`config.mk`:
```
export PLATFORM = sky130hd
export DESIGN_NAME = run_sequencer
export DESIGN_NICKNAME = d
export VERILOG_FILES = /design/src/rtl/run_sequencer.sv
export SDC_FILE = /design/constraint.sdc
export NUM_CORES = 1
export LEC_CHECK = 0
export ABC_AREA = 0
export CORE_AREA = 2 2 75 77
export CTS_BUF_LIST = sky130_fd_sc_hd__clkbuf_16
export DETAILED_ROUTE_END_ITERATION = 6
export DIE_AREA = 0 0 77 79
export HOLD_SLACK_MARGIN = 0.02
export PLACE_DENSITY_LB_ADDON = 0.25
export REMOVE_ABC_BUFFERS = 1
export SETUP_SLACK_MARGIN = 0.05
export SLEW_MARGIN = 20
export SYNTH_ARGS = -nofsm -noshare
export SYNTH_HDL_FRONTEND = slang
export SYNTH_SLANG_ARGS = --single-unit
```
`constraint.sdc`:
```
create_clock -name CLK -period 1.8 [get_ports CLK]
set_input_delay 0.36 -clock CLK [delete_from_list [all_inputs] [get_ports CLK]]
set_output_delay 0.36 -clock CLK [all_outputs]
set_load 0.01 [all_outputs]
```
`src/rtl/run_sequencer.sv`:
```
// Batch controller for the 9-bit core: pulses core_start, times each run until halt or timeout.
// Optional per-run count log enabled by defining RUN_SEQ_LOG_EN.
module run_sequencer #(
  parameter int NUM_RUNS     = 3,
  parameter int START_CYCLES = 2,
  parameter int TIMEOUT      = 4096,
  parameter int CNT_W        = 16
) (
  input  logic             CLK,
  input  logic             init,
  input  logic             go,
  input  logic             core_halt,
`ifdef RUN_SEQ_LOG_EN
  input  logic [7:0]       log_idx,
  output logic [CNT_W-1:0] log_data,
`endif
  output logic             core_start,
  output logic             busy,
  output logic [7:0]       run_idx,
  output logic [CNT_W-1:0] cycle_count,
  output logic             run_valid,
  output logic             done,
  output logic             timeout_err
);

  typedef enum logic [2:0] {IDLE, START, RUN, RECORD, DONE} state_t;

  localparam int               SC_W     = $clog2(START_CYCLES + 1);
  localparam logic [7:0]       LAST_RUN = 8'(NUM_RUNS - 1);
  localparam logic [CNT_W-1:0] TMO      = CNT_W'(TIMEOUT);
  localparam logic [CNT_W-1:0] CNT_MAX  = '1;

  state_t           state;
  logic [SC_W-1:0]  startCnt;
  logic [CNT_W-1:0] runCnt;

  // Outputs are registered, so each is set on the edge entering the state that shows it.
  always_ff @(posedge CLK) begin
    if (init) begin
      state       <= IDLE;
      core_start  <= 1'b1;
      busy        <= 1'b0;
      run_idx     <= '0;
      cycle_count <= '0;
      run_valid   <= 1'b0;
      done        <= 1'b0;
      timeout_err <= 1'b0;
      startCnt    <= '0;
      runCnt      <= '0;
    end else begin
      run_valid <= 1'b0;
      done      <= 1'b0;
      unique case (state)
        IDLE: begin
          core_start <= 1'b0;
          if (go) begin
            state       <= START;
            core_start  <= 1'b1;
            busy        <= 1'b1;
            run_idx     <= '0;
            timeout_err <= 1'b0;
            startCnt    <= '0;
            runCnt      <= '0;
          end
        end
        START: begin
          if (startCnt == SC_W'(START_CYCLES - 1)) begin
            state      <= RUN;
            core_start <= 1'b0;
          end else begin
            startCnt <= startCnt + 1'b1;
          end
        end
        RUN: begin
          // Halt takes priority over a timeout landing on the same cycle.
          if (core_halt) begin
            state       <= RECORD;
            cycle_count <= runCnt;
            run_valid   <= 1'b1;
          end else if (runCnt == TMO) begin
            state       <= RECORD;
            cycle_count <= runCnt;
            run_valid   <= 1'b1;
            timeout_err <= 1'b1;
          end else if (runCnt != CNT_MAX) begin
            runCnt <= runCnt + 1'b1;
          end
        end
        RECORD: begin
          if (timeout_err || run_idx == LAST_RUN) begin
            state <= DONE;
            done  <= 1'b1;
          end else begin
            state      <= START;
            run_idx    <= run_idx + 8'd1;
            core_start <= 1'b1;
            startCnt   <= '0;
            runCnt     <= '0;
          end
        end
        DONE: begin
          busy  <= 1'b0;
          state <= IDLE;
        end
        default: state <= IDLE;
      endcase
    end
  end

`ifdef RUN_SEQ_LOG_EN
  logic [CNT_W-1:0] logMem [NUM_RUNS];
  logic             recordNow;

  assign recordNow = (state == RUN) && (core_halt || runCnt == TMO);

  always_ff @(posedge CLK) begin
    if (init || (state == IDLE && go)) begin
      for (int i = 0; i < NUM_RUNS; i++) logMem[i] <= '0;
    end else if (recordNow) begin
      for (int i = 0; i < NUM_RUNS; i++)
        if (run_idx == 8'(i)) logMem[i] <= runCnt;
    end
  end

  always_comb begin
    log_data = '0;
    for (int i = 0; i < NUM_RUNS; i++)
      if (log_idx == 8'(i)) log_data = logMem[i];
  end
`endif

endmodule

```
# After elaboration in Yosys (flattened, before gate mapping)
# Index checks and enable logic that the tools add are counted.
# totals
register_bits	50
out_inout_bits	29
elab_cells	84
# classes
add_sub_neg	3
eq_ne	17
muxes	34
bitwise_logic	2
n_reduce_logical	18
# ops
op	count
$mux 16	7
$pmux 16 s3	1
$add 16x1->16 const B	1
$eq 16x13->1 const B	1
$mux 8	2
$ne 16x16->1 const B	1
$ne 2x2->1 const B	8
$pmux 8 s2	1
$mux 3	5
$pmux 3 s4	1
$mux 1	10
$reduce_and 3->1	3
$add 8x1->8 const B	1
$eq 8x2->1 const B	1
$reduce_and 4->1	2
$reduce_bool 2->1	4
$eq 3x2->1 const B	2
$mux 2	3
$pmux 2 s3	1
$reduce_and 6->1	1
$reduce_bool 3->1	2
$pmux 1 s2	2
$reduce_and 2->1	2
$reduce_or 2->1	2
9 further kinds	10

# Longest topological paths before layout
# depth
word_depth	5
mapped_depth	9

# Worst setup path before layout
# Ideal clock, no wire load.
# synth_timing
path_kind	register -> register
start	register run_idx[0]
end	register runCnt[10]
setup_time_ns	0.120
arrival_time_ns	1.960
slack_ns	-0.280
path_stages_with_launch	9
cell_sequence	dfxtp_1 inv_1 ha_1 nor4b_2 a21oi_2 a31oi_1 o31a_4 buf_6 a211o_1
# synth_via
elab_chain_len	4
# synth_rtl
element	line_no	text
start: declaration	19	output logic [7:0] run_idx,
start signal: assignment	95	run_idx <= run_idx + 8'd1;
$eq 8x2->1	90	if (timeout_err || run_idx == LAST_RUN) begin
$logic_or 1x1->1	90	
$ne 2x2->1 (no line)	--	
$reduce_and 6->1 (no line)	--	
end signal: assignment	86	runCnt <= runCnt + 1'b1;
end: declaration	35	logic [CNT_W-1:0] runCnt;
# No other way between the ends.
# A chain may end at the register's enable or synchronous reset.

# Worst setup path in the final report
# layout_timing
start	register runCnt[0]
end	register runCnt[3]
# layout_via
elab_chain_len	5
# layout_rtl
element	line_no	text
$add 16x1->16	86	
$mux 16	85	end else if (runCnt != CNT_MAX) begin
$mux 16	80	end else if (runCnt == TMO) begin
$mux 16	76	if (core_halt) begin
$pmux 16 s3	53	unique case (state)
# Parallel ways exist; a longest one is shown, timed or not. The select of a mux whose other input is x is not followed.

==> impl_metrics.yaml <==
yosys:
  async_flop_share_pct: 0
  synthFlopType: "dfxtp_1"
  synth_top_area_share_pct: 40.0
  ys_ff_latch: 50
  synth_cell_types: 50
  yosysTopAreaCell: "dfxtp_1"
  syn_area_per_cell_um2: 8.31
  synth_edf_count: 0
  synthCells: 301
  syn_area_um2: 2500
  synth_area_leaders: "dfxtp_1 (40%), nand2_1 (6.5%), a21oi_1 (6.2%)"
  seq_area_frac_synth_pct: 40.0
  yosys_warnings: 0
drt:
  via_per_inst: 6.07
  drt_iter0_markers: 245
  ant_nets: 0
  drt_first_pass_iters: 4
  via_count: 2909
  drc_errors: 0
  wl_um: 9460
  detail_route.wl_per_cell_um: 19.7
place:
  dp.cells: 444
  portBuffers: 32
  globalplace.congestion: 0.868
  pre_cts_ws_ns: -0.444
  place_hpwl_um: 4580
worst_setup_path:
  cp.arrival_ns: 2.21
  worstSetupEndpointType: "flop"
  crit_required_ns: 1.96
  r2r_setup_slack_ns: -0.25
  start_kind: "flop"
  r2r_cells: 10
  timing.rr.end: "runCnt[3]"
  cp_max_fo: 7
  worst-setup-path-type: "flop to flop"
  rr_startpoint: "runCnt[0]"
pwr:
  ir_drop_mv: 0.452
  leakagePower_uw: 0.00183
  power_density_nw_per_um2: 539
timing:
  min_period_ns: 2.05
  hold_viol_final: 0
  rsz0062_at_grt: "true"
  fmax_mhz: 488
  max_slew_margin_pct: 68.5
  clock_skew_ns: 0.00597
  finalCritPeriodShare_pct: 114
  finalSetupViolations: 36
  fin_ws_ns: -0.250
  report.final.slew_viol_count: 0
  tightest_slew_ns: 0.470
run_status:
  status: "finished with violations"
  violations: "negative setup slack"
cells_and_area:
  fin_nets: 416
  final_common_cell: "buf_4"
  final_cells: 479
  mostFrequentLayoutCells: "buf_4 (66), dfxtp_1 (42), clkdlybuf4s50_1 (30)"
  drive_above_1_share_pct: 47.4
  antenna_cells: 0
  syn2layout_area_growth_pct: 72.5
cts:
  ctsHoldBuffers: 0
  cts-root-buf: "clkbuf_16"
  cts_buffers: 5
  cts_tree: "built"
  htree_levels: 2
  clkTransAtPathRegs_ns: 0.07
  clockBufferDepth: 2
  clock_latency_ns: 0.29
  cts_sinks: 50
floorplanning:
  start_util_pct: 46.8
  core_area_um2: 5340
  die_area_um2: 6080
  die_h_um: 79
  die_w_um: 77
  rows: 27
  ios: 33
global_route:
  grt_overflow: 0
  antenna_found_initial: 0
  grt_usage_pct: 29.4
  grt_pass1_wl_um: 14100
  grt_max_degree: 22
  grt_pass1_vias: 2883
min_path:
  holdCritPathClass: "flop to flop"
  hold-path-cell-count: 2
  hold_start: "startCnt[1]"
  whs_endpoint: "startCnt[1]"
job:
  cap_violations: 0
-- worst max-delay path: stages, from the launching register on --
cell	delay (ns)
dfxtp_2	0.34
inv_2	0.06
ha_4	0.12
nor4b_4	0.35
a41oi_4	0.19
buf_6	0.17
buf_12	0.12
nand2_8	0.07
buf_12	0.13
nor4_2	0.06
a211o_1	0.30
-- report_power, final --
part           total, uW  switching (uW)  internal, uW  leakage, uW
clock                914             411           503    0.0000694
sequential          1130            11.0          1120     0.000408
combinational        281             151           130      0.00136
-- state kept, by name (all words and copies together), names as in the netlist --
name and flops:
busy 1, timeout_err 1, core_start 1, runCnt 16
state 3, done 1, startCnt 2, cycle_count 16
run_valid 1, run_idx 8
-- cell type report --
class	instances	area, um^2
timing repair buffer	121	1190
clock inverter	2	10.0
clock buffer	5	125
inverter	11	41.3
tap	72	90.1
multi-input combinational	218	1840
sequential	50	1020
fill	317	1020
-- worst max path at each step --
stage / startpoint / end / slack [ns] / depth (start not counted)
5_1_grt: runCnt[0] / runCnt[3] / -0.28 / 10
6_report: runCnt[0] / runCnt[3] / -0.25 / 10
3_3_place_gp: go / run_idx[6] / -0.41 / 6
3_5_place_dp: go / run_idx[6] / -0.44 / 6
4_1_cts: run_idx[0] / runCnt[2] / -0.15 / 8
2_1_floorplan: state[1] / runCnt[2] / -0.31 / 5
-- per-layer routing --
| metal | part of all wire (%) | up-vias | routed length (um) | track usage (%) |
|---|---|---|---|---|
| met5 | 0 | - | 0 | 0 |
| li1 | - | 1319 | - | - |
| met4 | 5.3 | 0 | 500 | 18.6 |
| met2 | 51 | 139 | 4830 | 53.1 |
| met3 | 6.3 | 50 | 592 | 5.68 |
| met1 | 37 | 1401 | 3540 | 31.7 |
-- Yosys cell counts, drive strengths merged (2+ instances only) --
library cell  count
nand3            12
or4               5
nor3             12
clkbuf            8
inv              11
nor2b             3
dfxtp            50
a31oi             4
or3               6
nor4b             4
a211o            10
nand4             7
nor4             11
ha                5
nor2             13
a21oi            32
o311ai            2
o31ai             2
buf              16
o21ai            12
nand2            43
and3             14
and4              2
-- kinds of logic after synthesis --
family / after synthesis / share of synthesized area, %
flops: 50 / 40.0
fa+ha+maj: 5 / 2.50
simple gates: 137 / 30.7
buf+inv: 35 / 6.76
compound gates: 74 / 20.0
-- per-stage QoR --
step	setup TNS, ns	instance area [um^2]	utilization (%)	total power [uW]	hold slack, ns
5_1_grt	-7.00	4310	80.8	2400	0.481
3_5_place_dp	-7.95	3290	61.7	1340	0.446
3_3_place_gp	-6.96	3290	61.7	1330	0.441
4_1_cts	-2.37	4050	75.8	2310	0.456
2_1_floorplan	-4.15	2370	-	1230	0.426
6_report	-5.04	4310	80.8	2320	0.460
-- timing repair --
item / CTS / global route
setup buffers: 19 / 8
gates cloned: 8 / 0
gates resized for setup: 74 / 78
pin swaps: 41 / 51
hold endpoints to repair: 0 / 0
setup endpoints to repair: 40 / 47
No activity file was read; power rests on OpenSTA's default activity.
